## config.mk

```make
export PLATFORM = sky130hd
export DESIGN_NAME = ps2_host_tx
export DESIGN_NICKNAME = d
export VERILOG_FILES = /design/src/rtl/ps2_pkg.sv /design/src/rtl/ps2_sync_edge.sv /design/src/rtl/ps2_host_tx.sv
export SDC_FILE = /design/constraint.sdc
export NUM_CORES = 1
export LEC_CHECK = 0
export CAP_MARGIN = 15
export CORE_MARGIN = 3
export CORE_UTILIZATION = 55
export CTS_BUF_LIST = sky130_fd_sc_hd__clkbuf_8
export CTS_CLUSTER_SIZE = 25
export DETAILED_ROUTE_END_ITERATION = 16
export MAX_ROUTING_LAYER = met4
export PLACE_DENSITY = 0.86
export SYNTH_ARGS = -nofsm -noshare
export SYNTH_HDL_FRONTEND = slang
export SYNTH_SLANG_ARGS = --single-unit
export TNS_END_PERCENT = 1
```

## constraint.sdc

```tcl
create_clock -name clock -period 2.84 [get_ports clock]
set_input_delay 0.568 -clock clock [delete_from_list [all_inputs] [get_ports clock]]
set_output_delay 0.568 -clock clock [all_outputs]
set_load 0.02 [all_outputs]
```

## src/rtl/ps2_pkg.sv

```systemverilog
// Shared PS/2 definitions: FSM encoding, command bytes, 50 MHz cycle defaults.
package ps2_pkg;

  typedef enum logic [2:0] {
    ST_IDLE      = 3'd0,
    ST_INHIBIT   = 3'd1,
    ST_REQUEST   = 3'd2,
    ST_SEND      = 3'd3,
    ST_ACK       = 3'd4,
    ST_WAIT_IDLE = 3'd5
  } ps2_tx_state_t;

  localparam logic [7:0] CMD_SET_LEDS = 8'hED;
  localparam logic [7:0] CMD_RESET    = 8'hFF;
  localparam logic [7:0] ACK_BYTE     = 8'hFA;

  // 100 us clock inhibit and 15 ms transfer timeout at 50 MHz
  localparam int unsigned DEF_INHIBIT_CYCLES = 5000;
  localparam int unsigned DEF_TIMEOUT_CYCLES = 750000;

  // Counter width for a count of n cycles (0 .. n-1), never below 1 bit
  function automatic int unsigned cnt_width(input int unsigned n);
    return (n < 2) ? 1 : $clog2(n);
  endfunction

  // Odd parity bit: makes the total number of ones in data+parity odd
  function automatic logic odd_parity(input logic [7:0] d);
    return ~^d;
  endfunction

endpackage

```

## src/rtl/ps2_sync_edge.sv

```systemverilog
// Two-flop synchronisers for PS2_CLK/PS2_DAT plus a falling-edge detector on the clock.
module ps2_sync_edge (
  input  logic clock,
  input  logic reset,
  input  logic clk_pin,
  input  logic dat_pin,
  output logic clk_sync,
  output logic dat_sync,
  output logic fall_c
);

  logic [1:0] clk_ff;
  logic [1:0] dat_ff;
  logic       clk_prev;

  // Synchronise both pins and keep the previous synced clock; reset to idle-high line
  always_ff @(posedge clock or posedge reset) begin
    if (reset) begin
      clk_ff   <= 2'b11;
      dat_ff   <= 2'b11;
      clk_prev <= 1'b1;
    end else begin
      clk_ff   <= {clk_ff[0], clk_pin};
      dat_ff   <= {dat_ff[0], dat_pin};
      clk_prev <= clk_ff[1];
    end
  end

  assign clk_sync = clk_ff[1];
  assign dat_sync = dat_ff[1];
  assign fall_c   = clk_prev & ~clk_ff[1];

endmodule

```

## src/rtl/ps2_host_tx.sv

```systemverilog
// Host-to-device PS/2 transmitter: inhibit, request-to-send, 10-bit shift-out, ACK check.
module ps2_host_tx
  import ps2_pkg::*;
#(
  parameter int unsigned INHIBIT_CYCLES = DEF_INHIBIT_CYCLES,
  parameter int unsigned TIMEOUT_CYCLES = DEF_TIMEOUT_CYCLES
) (
  input  logic       clock,
  input  logic       reset,
  input  logic       cmd_valid,
  input  logic [7:0] cmd_data,
  output logic       cmd_ready,
  input  logic       ps2_clk_in,
  input  logic       ps2_dat_in,
  output logic       ps2_clk_oe,
  output logic       ps2_dat_oe,
  output logic       busy,
  output logic       done,
  output logic       error
);

  localparam int unsigned INH_W = cnt_width(INHIBIT_CYCLES);
  localparam int unsigned TO_W  = cnt_width(TIMEOUT_CYCLES);

  ps2_tx_state_t state, state_d;
  logic [INH_W-1:0] inh_cnt, inh_cnt_d;
  logic [TO_W-1:0]  to_cnt, to_cnt_d;
  logic [3:0]       bit_cnt, bit_cnt_d;
  logic [9:0]       shreg, shreg_d;
  logic             cur_bit, cur_bit_d;
  logic             ack_ok, ack_ok_d;
  logic             clk_oe_d, dat_oe_d, ready_d, busy_d, done_d, error_d;
  logic             clk_sync, dat_sync, fall_c;
  logic             to_hit;

  ps2_sync_edge u_sync (
    .clock    (clock),
    .reset    (reset),
    .clk_pin  (ps2_clk_in),
    .dat_pin  (ps2_dat_in),
    .clk_sync (clk_sync),
    .dat_sync (dat_sync),
    .fall_c   (fall_c)
  );

  assign to_hit = (to_cnt == TO_W'(TIMEOUT_CYCLES - 1));

  // State, counters and registered outputs
  always_ff @(posedge clock or posedge reset) begin
    if (reset) begin
      state      <= ST_IDLE;
      inh_cnt    <= '0;
      to_cnt     <= '0;
      bit_cnt    <= '0;
      shreg      <= '0;
      cur_bit    <= 1'b1;
      ack_ok     <= 1'b0;
      ps2_clk_oe <= 1'b0;
      ps2_dat_oe <= 1'b0;
      cmd_ready  <= 1'b1;
      busy       <= 1'b0;
      done       <= 1'b0;
      error      <= 1'b0;
    end else begin
      state      <= state_d;
      inh_cnt    <= inh_cnt_d;
      to_cnt     <= to_cnt_d;
      bit_cnt    <= bit_cnt_d;
      shreg      <= shreg_d;
      cur_bit    <= cur_bit_d;
      ack_ok     <= ack_ok_d;
      ps2_clk_oe <= clk_oe_d;
      ps2_dat_oe <= dat_oe_d;
      cmd_ready  <= ready_d;
      busy       <= busy_d;
      done       <= done_d;
      error      <= error_d;
    end
  end

  // Next state, datapath updates and next output values (outputs follow the next state)
  always_comb begin
    state_d   = state;
    inh_cnt_d = inh_cnt;
    to_cnt_d  = to_cnt;
    bit_cnt_d = bit_cnt;
    shreg_d   = shreg;
    cur_bit_d = cur_bit;
    ack_ok_d  = ack_ok;
    done_d    = 1'b0;
    error_d   = 1'b0;

    case (state)
      ST_IDLE: begin
        if (cmd_valid) begin
          shreg_d   = {1'b1, odd_parity(cmd_data), cmd_data};
          inh_cnt_d = '0;
          bit_cnt_d = '0;
          state_d   = ST_INHIBIT;
        end
      end
      ST_INHIBIT: begin
        if (inh_cnt == INH_W'(INHIBIT_CYCLES - 1)) begin
          cur_bit_d = 1'b0;
          state_d   = ST_REQUEST;
        end else begin
          inh_cnt_d = inh_cnt + INH_W'(1);
        end
      end
      ST_REQUEST: begin
        to_cnt_d = '0;
        state_d  = ST_SEND;
      end
      ST_SEND: begin
        if (to_hit) begin
          error_d = 1'b1;
          state_d = ST_IDLE;
        end else begin
          to_cnt_d = to_cnt + TO_W'(1);
          if (fall_c) begin
            cur_bit_d = shreg[0];
            shreg_d   = {1'b0, shreg[9:1]};
            bit_cnt_d = bit_cnt + 4'd1;
            if (bit_cnt == 4'd9) state_d = ST_ACK;
          end
        end
      end
      ST_ACK: begin
        if (to_hit) begin
          error_d = 1'b1;
          state_d = ST_IDLE;
        end else begin
          to_cnt_d = to_cnt + TO_W'(1);
          if (fall_c) begin
            ack_ok_d  = ~dat_sync;
            bit_cnt_d = bit_cnt + 4'd1;
            state_d   = ST_WAIT_IDLE;
          end
        end
      end
      ST_WAIT_IDLE: begin
        if (to_hit) begin
          error_d = 1'b1;
          state_d = ST_IDLE;
        end else begin
          to_cnt_d = to_cnt + TO_W'(1);
          if (clk_sync && dat_sync) begin
            done_d  = ack_ok;
            error_d = ~ack_ok;
            state_d = ST_IDLE;
          end
        end
      end
      default: state_d = ST_IDLE;
    endcase

    clk_oe_d = (state_d == ST_INHIBIT) || (state_d == ST_REQUEST);
    dat_oe_d = ((state_d == ST_REQUEST) || (state_d == ST_SEND)) && !cur_bit_d;
    ready_d  = (state_d == ST_IDLE);
    busy_d   = (state_d != ST_IDLE);
  end

endmodule
```

# Yosys cells after proc, flatten, opt, wreduce, memory -nomap -nowiden
# Index checks and enable logic that the tools add are counted.
# classes
addsub	3
mul	0
div_mod_pow	0
n_lt_le_gt_ge	0
eq_ne	18
shifts	0
mux	34
n_bitwise	5
reduce_logical	20
# ops
op	count
$pmux W20 S2	1
$mux W10	3
$mux W3	9
$mux W13	2
$pmux W13 S2	1
$add A20 B1 Y20 const B	1
$eq A20 B20 Y1 const B	1
$mux W20	1
$pmux W10 S2	1
$pmux W3 S6	1
$add A13 B1 Y13 const B	1
$eq A13 B13 Y1 const B	1
$eq A3 B2 Y1 const B	4
$mux W4	3
$ne A2 B2 Y1 const B	6
$mux W1	9
$pmux W4 S2	1
$reduce_and A4 Y1	2
$reduce_bool A2 Y1	4
$reduce_xnor A8 Y1	1
$eq A3 B1 Y1 const B	2
$eq A3 B3 Y1 const B	2
$logic_not A3 Y1	2
$reduce_and A3 Y1	2
13 further kinds	19
# word_totals
regBits	63
latch_bits	0
mem_bits_rw	0
rom_bits	0
input_bits	13
output_inout_bits	6
memories	0

# Longest topological paths before layout
# Gate-level depths: netlist of the first run.
# depth
ltp_word	8
ltp_mapped	7
ltp_nobuf	6

# Cells and area by module
# From an unflattened synthesis of the first run, not the netlist that was laid out.
# unflattened
hier_cells	330
area_unflattened_um2	3293.2
# modules_own_cells
mod	n_inst	cells_each	area_per_inst_um2	seq_area_each_um2
ps2_host_tx	1	323	3144.3	1453.9
ps2_sync_edge	1	7	148.9	131.4

# Worst setup path before layout of the first run
# Ideal clock, no wire load.
# synth_timing
kind	flip-flop to flip-flop
startpoint	register to_cnt[0]
endpoint	register shreg[0]
setup_time_ps	128
arrival_time_ps	1848
setup_slack_ps	864
path_stages_with_launch	8
synth_period_minus_slack_ps	1976
cell_sequence	dfrtp_1 > ha_1 > and4_1 > and3_1 > a21oi_2 > a21o_1 > buf_2 > mux2_1
# synth_between
elab_chain_len	3
# synth_rtl
element	line	source
start, declared	ps2_host_tx.sv:27	logic [TO_W-1:0] to_cnt, to_cnt_d;
start signal, assigned	ps2_host_tx.sv:67	to_cnt <= to_cnt_d;
$eq A20 B20 Y1	ps2_host_tx.sv:46	assign to_hit = (to_cnt == TO_W'(TIMEOUT_CYCLES - 1));
$ne A2 B2 Y1 (no source line)	n/a	
$reduce_and A4 Y1 (no source line)	n/a	
end signal, assigned	ps2_host_tx.sv:69	shreg <= shreg_d;
end, declared	ps2_host_tx.sv:29	logic [9:0] shreg, shreg_d;
# Every way passes these cells.
# A chain may end at the register's enable or synchronous reset.

# Worst setup path after layout of the first run
# layout_timing
startpoint	register to_cnt[0]
endpoint	register shreg[8]
# The elaborated chain is that of the path after synthesis.

==> reports/summary.txt, run 1 <==
detailed-route wire length per cell -> 15.6 µm
Post-CTS Repair Setup Buffers -> 0
Async SR Flop Fraction -> 100%
pin count of the biggest net entering global routing -> 32
TritonRoute pass-1 iters -> 5
clk slew on worst S/H paths -> 70 ps
Post-Place Worst Slack -> 605 ps
initial antenna violation count -> 0
status -> complete, no violations
r2r startpoint -> to_cnt[0]
switching part of the total -> 31.7%
Final Cycle Share -> 78.4%
post-layout worst setup margin -> 613 ps
Setup CP Type -> flop to flop
clock skew -> 10.2 ps
Worst Max-Slew Pin Slew -> 715 ps
combinational share of power -> 23.5%
Post-DRT Antenna Nets -> 0
fin crit period -> 2230 ps
CTS hold repair buffers -> 0
CP endpoint kind -> flop
CTS tree -> built
EDFF count, synth -> 0
share of total power in the clock network -> 30.3%
total gr overflow -> 0
TritonCTS Buffers -> 9
P_leak -> 1.64 nW
yosys warns -> 0
WP data arrival -> 2450 ps
nets@finish -> 369
Final setup viols -> 0
CTS Sinks -> 63
worst-case clock buffer depth -> 2
Synthesized Nets -> 345
post-detail-place hpwl -> 4600 µm
critical path launch point type -> flop
core area -> 5570 µm²
internal cell power -> 2.00 mW
first-pass GRT wire length -> 11400 µm
synthesized cell area -> 3220 µm²
Die Y -> 82.5 µm
syn_area_per_cell -> 9.81 µm²
Clk Latency, worst-skew pair -> 340 ps
worst vdd ir -> 0.490 mV
Power Density -> 787 nW/µm²
number of global-route vias before repair -> 2449
fraction of layout cells with a size suffix above 1 -> 12.9%
all-layer global routing usage -> 22.8%
Final Util -> 66.8%
Vias -> 2504
Die Wd -> 82.5 µm
die area -> 6800 µm²
Hold Fails Final Rpt -> 0
post-synthesis register bit count -> 63
register share of total power -> 46.2%
crit path from -> to_cnt[0]
Hold Path Class -> flop to flop
I/O Pins -> 19
row cnt -> 27
critical path data required time -> 3070 ps
H-tree levels -> 3
vias per cell -> 5.84
post-route setup TNS -> 0 ps
final WL -> 6690 µm
Residual DRC -> 0
Slew headroom -> 51.9%
unique cell type count in the Yosys netlist -> 54
# port buffers -> 18
initial core utilization -> 57.7%
root buf cell -> clkbuf_8
CP Max Fanout -> 9
Syn-to-layout area delta -> 15.8%
initial DRC count -> 246
unrepaired setup endpoints after global routing -> false
Top FF cell, synth -> dfrtp_1
HP Start -> u_sync.clk_ff[0]
post_cts resized -> 0
Sw Pwr -> 928 µW
Slew Limit Fails -> 0
ant diodes -> 0
FMAX -> 449 MHz
gpl congestion -> 0.854
Mapped Cells -> 328
register area share after synthesis -> 49.3%
total of max-cap violations -> 0
[state kept, by name, summed over array words and instances (netlist names), 2 cells and up]
signal,count
to_cnt,20
inh_cnt,13
shreg,10
bit_cnt,4
state,3
u_sync.clk_ff,2
u_sync.dat_ff,2
[per-layer routing]
layer | vias up | track usage [%] | routed length [µm]
met4 | 0 | 12.5 | 154
met2 | 63 | 34.2 | 3180
li1 | 1203 | - | -
met3 | 17 | 5.21 | 299
met5 | - | - | 0
met1 | 1221 | 28.6 | 3060
[final timing paths]
kind	slack, ps	depth (start not counted)	endpoint
max reg2reg	610	6	shreg[8]
min in group asynchronous	620	2	to_cnt[14]
max in group asynchronous	1510	3	cur_bit
min	360	0	u_sync.clk_ff[1]
min reg2reg	360	0	u_sync.clk_ff[1]
max	610	6	shreg[8]
[per-stage QoR]
| step | instances | cell area [µm²] | power, mW | hold WS [ps] |
|---|---|---|---|---|
| detailed placement | 413 | 3490 | 2.04 | 347 |
| finish | 429 | 3720 | 2.93 | 356 |
| global placement | 413 | 3490 | 1.99 | 346 |
| CTS | 429 | 3720 | 2.93 | 356 |
| floorplan | 328 | 3220 | 1.82 | 345 |
| global route | 429 | 3720 | 3.10 | 359 |
[area by class of cell]
class | instances | area (µm²)
well taps | 72 | 90.1
clock inverters | 5 | 80.1
clock buffers | 11 | 151
multi-input cells | 246 | 1560
repair buffers | 25 | 233
inverters | 7 | 26.3
flip-flops and latches | 63 | 1590
fillers | 434 | 1850
[synth_stat cells (2+ instances only)]
| library cell | n | share of area [%] |
|---|---|---|
| nand4_1 | 9 | 1.8 |
| or3_1 | 3 | 0.58 |
| o21ai_0 | 8 | 1.2 |
| nor2b_1 | 2 | 0.39 |
| xor2_1 | 7 | 1.9 |
| ha_1 | 4 | 1.6 |
| nand2_2 | 3 | 0.58 |
| nand3_1 | 24 | 3.7 |
| mux2i_1 | 5 | 1.6 |
| nand2_1 | 44 | 5.1 |
| a211oi_1 | 5 | 1.2 |
| buf_2 | 4 | 0.62 |
| o21ai_1 | 6 | 0.93 |
| a2111oi_1 | 2 | 0.62 |
| nor4_1 | 2 | 0.39 |
| nand3b_1 | 3 | 0.70 |
| and4_1 | 2 | 0.54 |
| a211oi_2 | 2 | 0.78 |
| dfstp_2 | 7 | 5.7 |
| clkbuf_1 | 7 | 0.82 |
| mux2_1 | 9 | 3.2 |
| a21oi_1 | 12 | 1.9 |
| a21o_1 | 2 | 0.47 |
| nor4b_1 | 2 | 0.54 |
| dfrtp_1 | 56 | 44 |
| xnor2_1 | 21 | 5.7 |
| and3_1 | 7 | 1.4 |
| o211ai_1 | 4 | 0.93 |
| nor2_1 | 33 | 3.9 |
| inv_1 | 7 | 0.82 |
| nand2b_1 | 3 | 0.58 |
[placed cells by master, fill, tap and decap left out, drive strengths merged, types with 3 or more instances in the layout]
cell / synthesis / layout
nor2: 33 / 33
mux2i: 5 / 5
o211ai: 4 / 4
mux2: 9 / 9
clkbuf: 7 / 11
ha: 4 / 4
nand3b: 3 / 3
and3: 7 / 7
inv: 7 / 7
nand2: 47 / 47
clkdlybuf4s50: 0 / 18
nand3: 24 / 24
o21ai: 14 / 14
nand2b: 3 / 3
dfstp: 7 / 7
a21oi: 13 / 13
a211oi: 7 / 7
xnor2: 21 / 21
buf: 5 / 7
xor2: 7 / 7
nand4: 9 / 9
dfrtp: 56 / 56
or3: 3 / 3
and4: 3 / 3
[critical path, stage by stage (launching register included)]
cell	delay [ps]
dfrtp_1	430
ha_1	260
and4_1	250
and3_1	200
a21oi_2	220
a21o_1	390
mux2_1	370
[cells by family (layout without fill, tap and decap cells)]
logic type / Yosys count / count (layout) / share of synthesized area (%)
fa+ha+maj: 4 / 4 / 1.56
compound gates: 51 / 51 / 10.8
buf+inv: 19 / 48 / 2.49
simple gates: 149 / 149 / 23.6
xor+xnor: 28 / 28 / 7.62
flops: 63 / 63 / 49.3
mux: 14 / 14 / 4.71
[power by group through the flow]
stage	registers [mW]	logic, mW	clock network, mW
global placement	1.34	0.650	0
detailed placement	1.36	0.683	0
floorplan	1.31	0.515	0
finish	1.35	0.689	0.888
global route	1.38	0.781	0.939
CTS	1.34	0.694	0.892
No activity file was read; power rests on OpenSTA's default activity.
==> run 2: changes to the inputs <==
clock period = 2.3 ns   (was 2.84 ns; I/O delays follow)
==> reports/summary.txt, run 2 (synthesized netlist as in run 1, its figures left out) <==
Largest register FFs -> 20 (unchanged)
Post-CTS Repair Setup Buffers -> 0 (unchanged)
critical path data required time -> 2530 ps (was 3070 ps)
commonest non-fill, non-tap cells in the layout -> dfrtp_1 (56), nand2_1 (44), nor2_1 (33), nand3_1 (24), xnor2_1 (21) (unchanged)
Post-DRT Antenna Nets -> 0 (unchanged)
vias per cell -> 5.83 (was 5.84)
total gr overflow -> 0 (unchanged)
nets@finish -> 373 (was 369)
Hold Path Class -> flop to flop (unchanged)
all-layer global routing usage -> 23.2% (was 22.8%)
most common cell after layout, fill and taps aside -> dfrtp_1 (unchanged)
clk slew on worst S/H paths -> 70 ps (about the same)
Clk Latency, worst-skew pair -> 350 ps (was 340 ps)
placed cell areas -> 3550 µm² (was 3490 µm²)
TritonCTS Buffers -> 9 (unchanged)
total of max-cap violations -> 0 (unchanged)
Post-Place Worst Slack -> 136 ps (was 605 ps)
P_leak -> 1.68 nW (was 1.64 nW)
initial antenna violation count -> 0 (unchanged)
gpl congestion -> 0.890 (was 0.854)
I/O Pins -> 19 (unchanged)
detailed-route wire length per cell -> 15.5 µm (was 15.6 µm)
Hold Fails Final Rpt -> 0 (unchanged)
worst-case clock buffer depth -> 2 (unchanged)
Setup CP Type -> flop to flop (unchanged)
Residual DRC -> 0 (unchanged)
TritonRoute pass-1 iters -> 4 (was 5)
CTS hold repair buffers -> 0 (unchanged)
post-detail-place hpwl -> 4720 µm (was 4600 µm)
worst vdd ir -> 0.847 mV (was 0.490 mV)
root buf cell -> clkbuf_8 (unchanged)
CTS Sinks -> 63 (unchanged)
Die Y -> 82.5 µm (unchanged)
Power Density -> 983 nW/µm² (was 787 nW/µm²)
pin count of the biggest net entering global routing -> 24 (was 32)
Worst Max-Slew Pin Slew -> 580 ps (was 715 ps)
unrepaired setup endpoints after global routing -> false (unchanged)
initial core utilization -> 57.7% (unchanged)
Slew headroom -> 61.0% (was 51.9%)
critical path launch point type -> flop (unchanged)
Sw Pwr -> 1.14 mW (was 928 µW)
clock skew -> 13.2 ps (was 10.2 ps)
register share of total power -> 44.5% (was 46.2%)
combinational share of power -> 23.4% (was 23.5%)
Die Wd -> 82.5 µm (unchanged)
fin crit period -> 2120 ps (was 2230 ps)
WP data arrival -> 2360 ps (was 2450 ps)
Largest regs -> to_cnt x20, inh_cnt x13, shreg x10 (unchanged)
post-route setup TNS -> 0 ps (unchanged)
final WL -> 6690 µm (about the same)
CTS tree -> built (unchanged)
share of total power in the clock network -> 32.2% (was 30.3%)
Final Cell Area -> 3800 µm² (was 3720 µm²)
Vias -> 2523 (was 2504)
Syn-to-layout area delta -> 18.2% (was 15.8%)
H-tree levels -> 3 (unchanged)
fraction of layout cells with a size suffix above 1 -> 14.1% (was 12.9%)
initial DRC count -> 214 (was 246)
row cnt -> 27 (unchanged)
first-pass GRT wire length -> 11400 µm (about the same)
CP Max Fanout -> 9 (unchanged)
Final Cycle Share -> 92.3% (was 78.4%)
die area -> 6800 µm² (unchanged)
post_cts resized -> 0 (unchanged)
Slew Limit Fails -> 0 (unchanged)
post-layout worst setup margin -> 178 ps (was 613 ps)
status -> complete, no violations (unchanged)
FMAX -> 471 MHz (was 449 MHz)
number of global-route vias before repair -> 2548 (was 2449)
# port buffers -> 18 (unchanged)
ant diodes -> 0 (unchanged)
CP endpoint kind -> flop (unchanged)
core area -> 5570 µm² (unchanged)
internal cell power -> 2.60 mW (was 2.00 mW)
total power -> 3.74 mW (was 2.93 mW)
switching part of the total -> 30.6% (was 31.7%)
Final setup viols -> 0 (unchanged)
Largest Register -> to_cnt (unchanged)
## run 2: final cells by class
cell class	count	area [µm²]
Clock inverter	5	104
Multi-Input combinational cell	246	1560
Tap cell	72	90.1
Clock buffer	11	151
Timing Repair Buffer	29	288
Sequential cell	63	1590
Inverter	7	26.3
Fill cell	429	1770
## run 2: per-stage QoR
| stage | hold slack (ps) | instances | util [%] |
|---|---|---|---|
| 4_1_cts | 357 | 433 | 68.2 |
| 6_report | 356 | 433 | 68.2 |
| 5_1_grt | 365 | 433 | 68.2 |
| 3_3_place_gp | 346 | 417 | 63.6 |
| 2_1_floorplan | 345 | 328 | - |
| 3_5_place_dp | 347 | 417 | 63.6 |
## run 2: final timing paths
kind / slack (ps) / from / to / cells past startpoint
min in group asynchronous: 450 / reset / to_cnt[9] / 2
max in group asynchronous: 1290 / reset / cur_bit / 3
setup / recovery: 180 / to_cnt[0] / shreg[4] / 6
hold reg to reg: 360 / u_sync.dat_ff[0] / u_sync.dat_ff[1] / 0
setup reg to reg: 180 / to_cnt[0] / shreg[4] / 6
hold / removal: 360 / u_sync.dat_ff[0] / u_sync.dat_ff[1] / 0
## run 2: layer usage
metal	track usage [%]	wire (µm)	share of wire, %
met5	-	0	0
met4	12.0	126	1.9
met3	4.88	297	4.4
met2	37.6	3280	49
met1	27.1	2990	45
## run 2: power groups by stage
| stage | combinational, mW | sequential, mW | clock [mW] |
|---|---|---|---|
| 2_1_floorplan | 0.636 | 1.62 | 0 |
| 3_3_place_gp | 0.821 | 1.65 | 0 |
| 3_5_place_dp | 0.865 | 1.67 | 0 |
| 4_1_cts | 0.877 | 1.66 | 1.22 |
| 5_1_grt | 0.987 | 1.70 | 1.29 |
| 6_report | 0.873 | 1.66 | 1.20 |
## run 2: worst max-delay path, cell delays in order (launching register included)
cell and delay, ps:
dfrtp_1 430, ha_1 240, and4_1 250, and3_1 200, a21oi_2 230, a21o_2 300, mux2_1 360
==> run 3: changes to the inputs <==
SKIP_LAST_GASP = 1   (was unset)
==> results of run 3 <==
Final layout, timing and power as in run 2 (identical DEF).
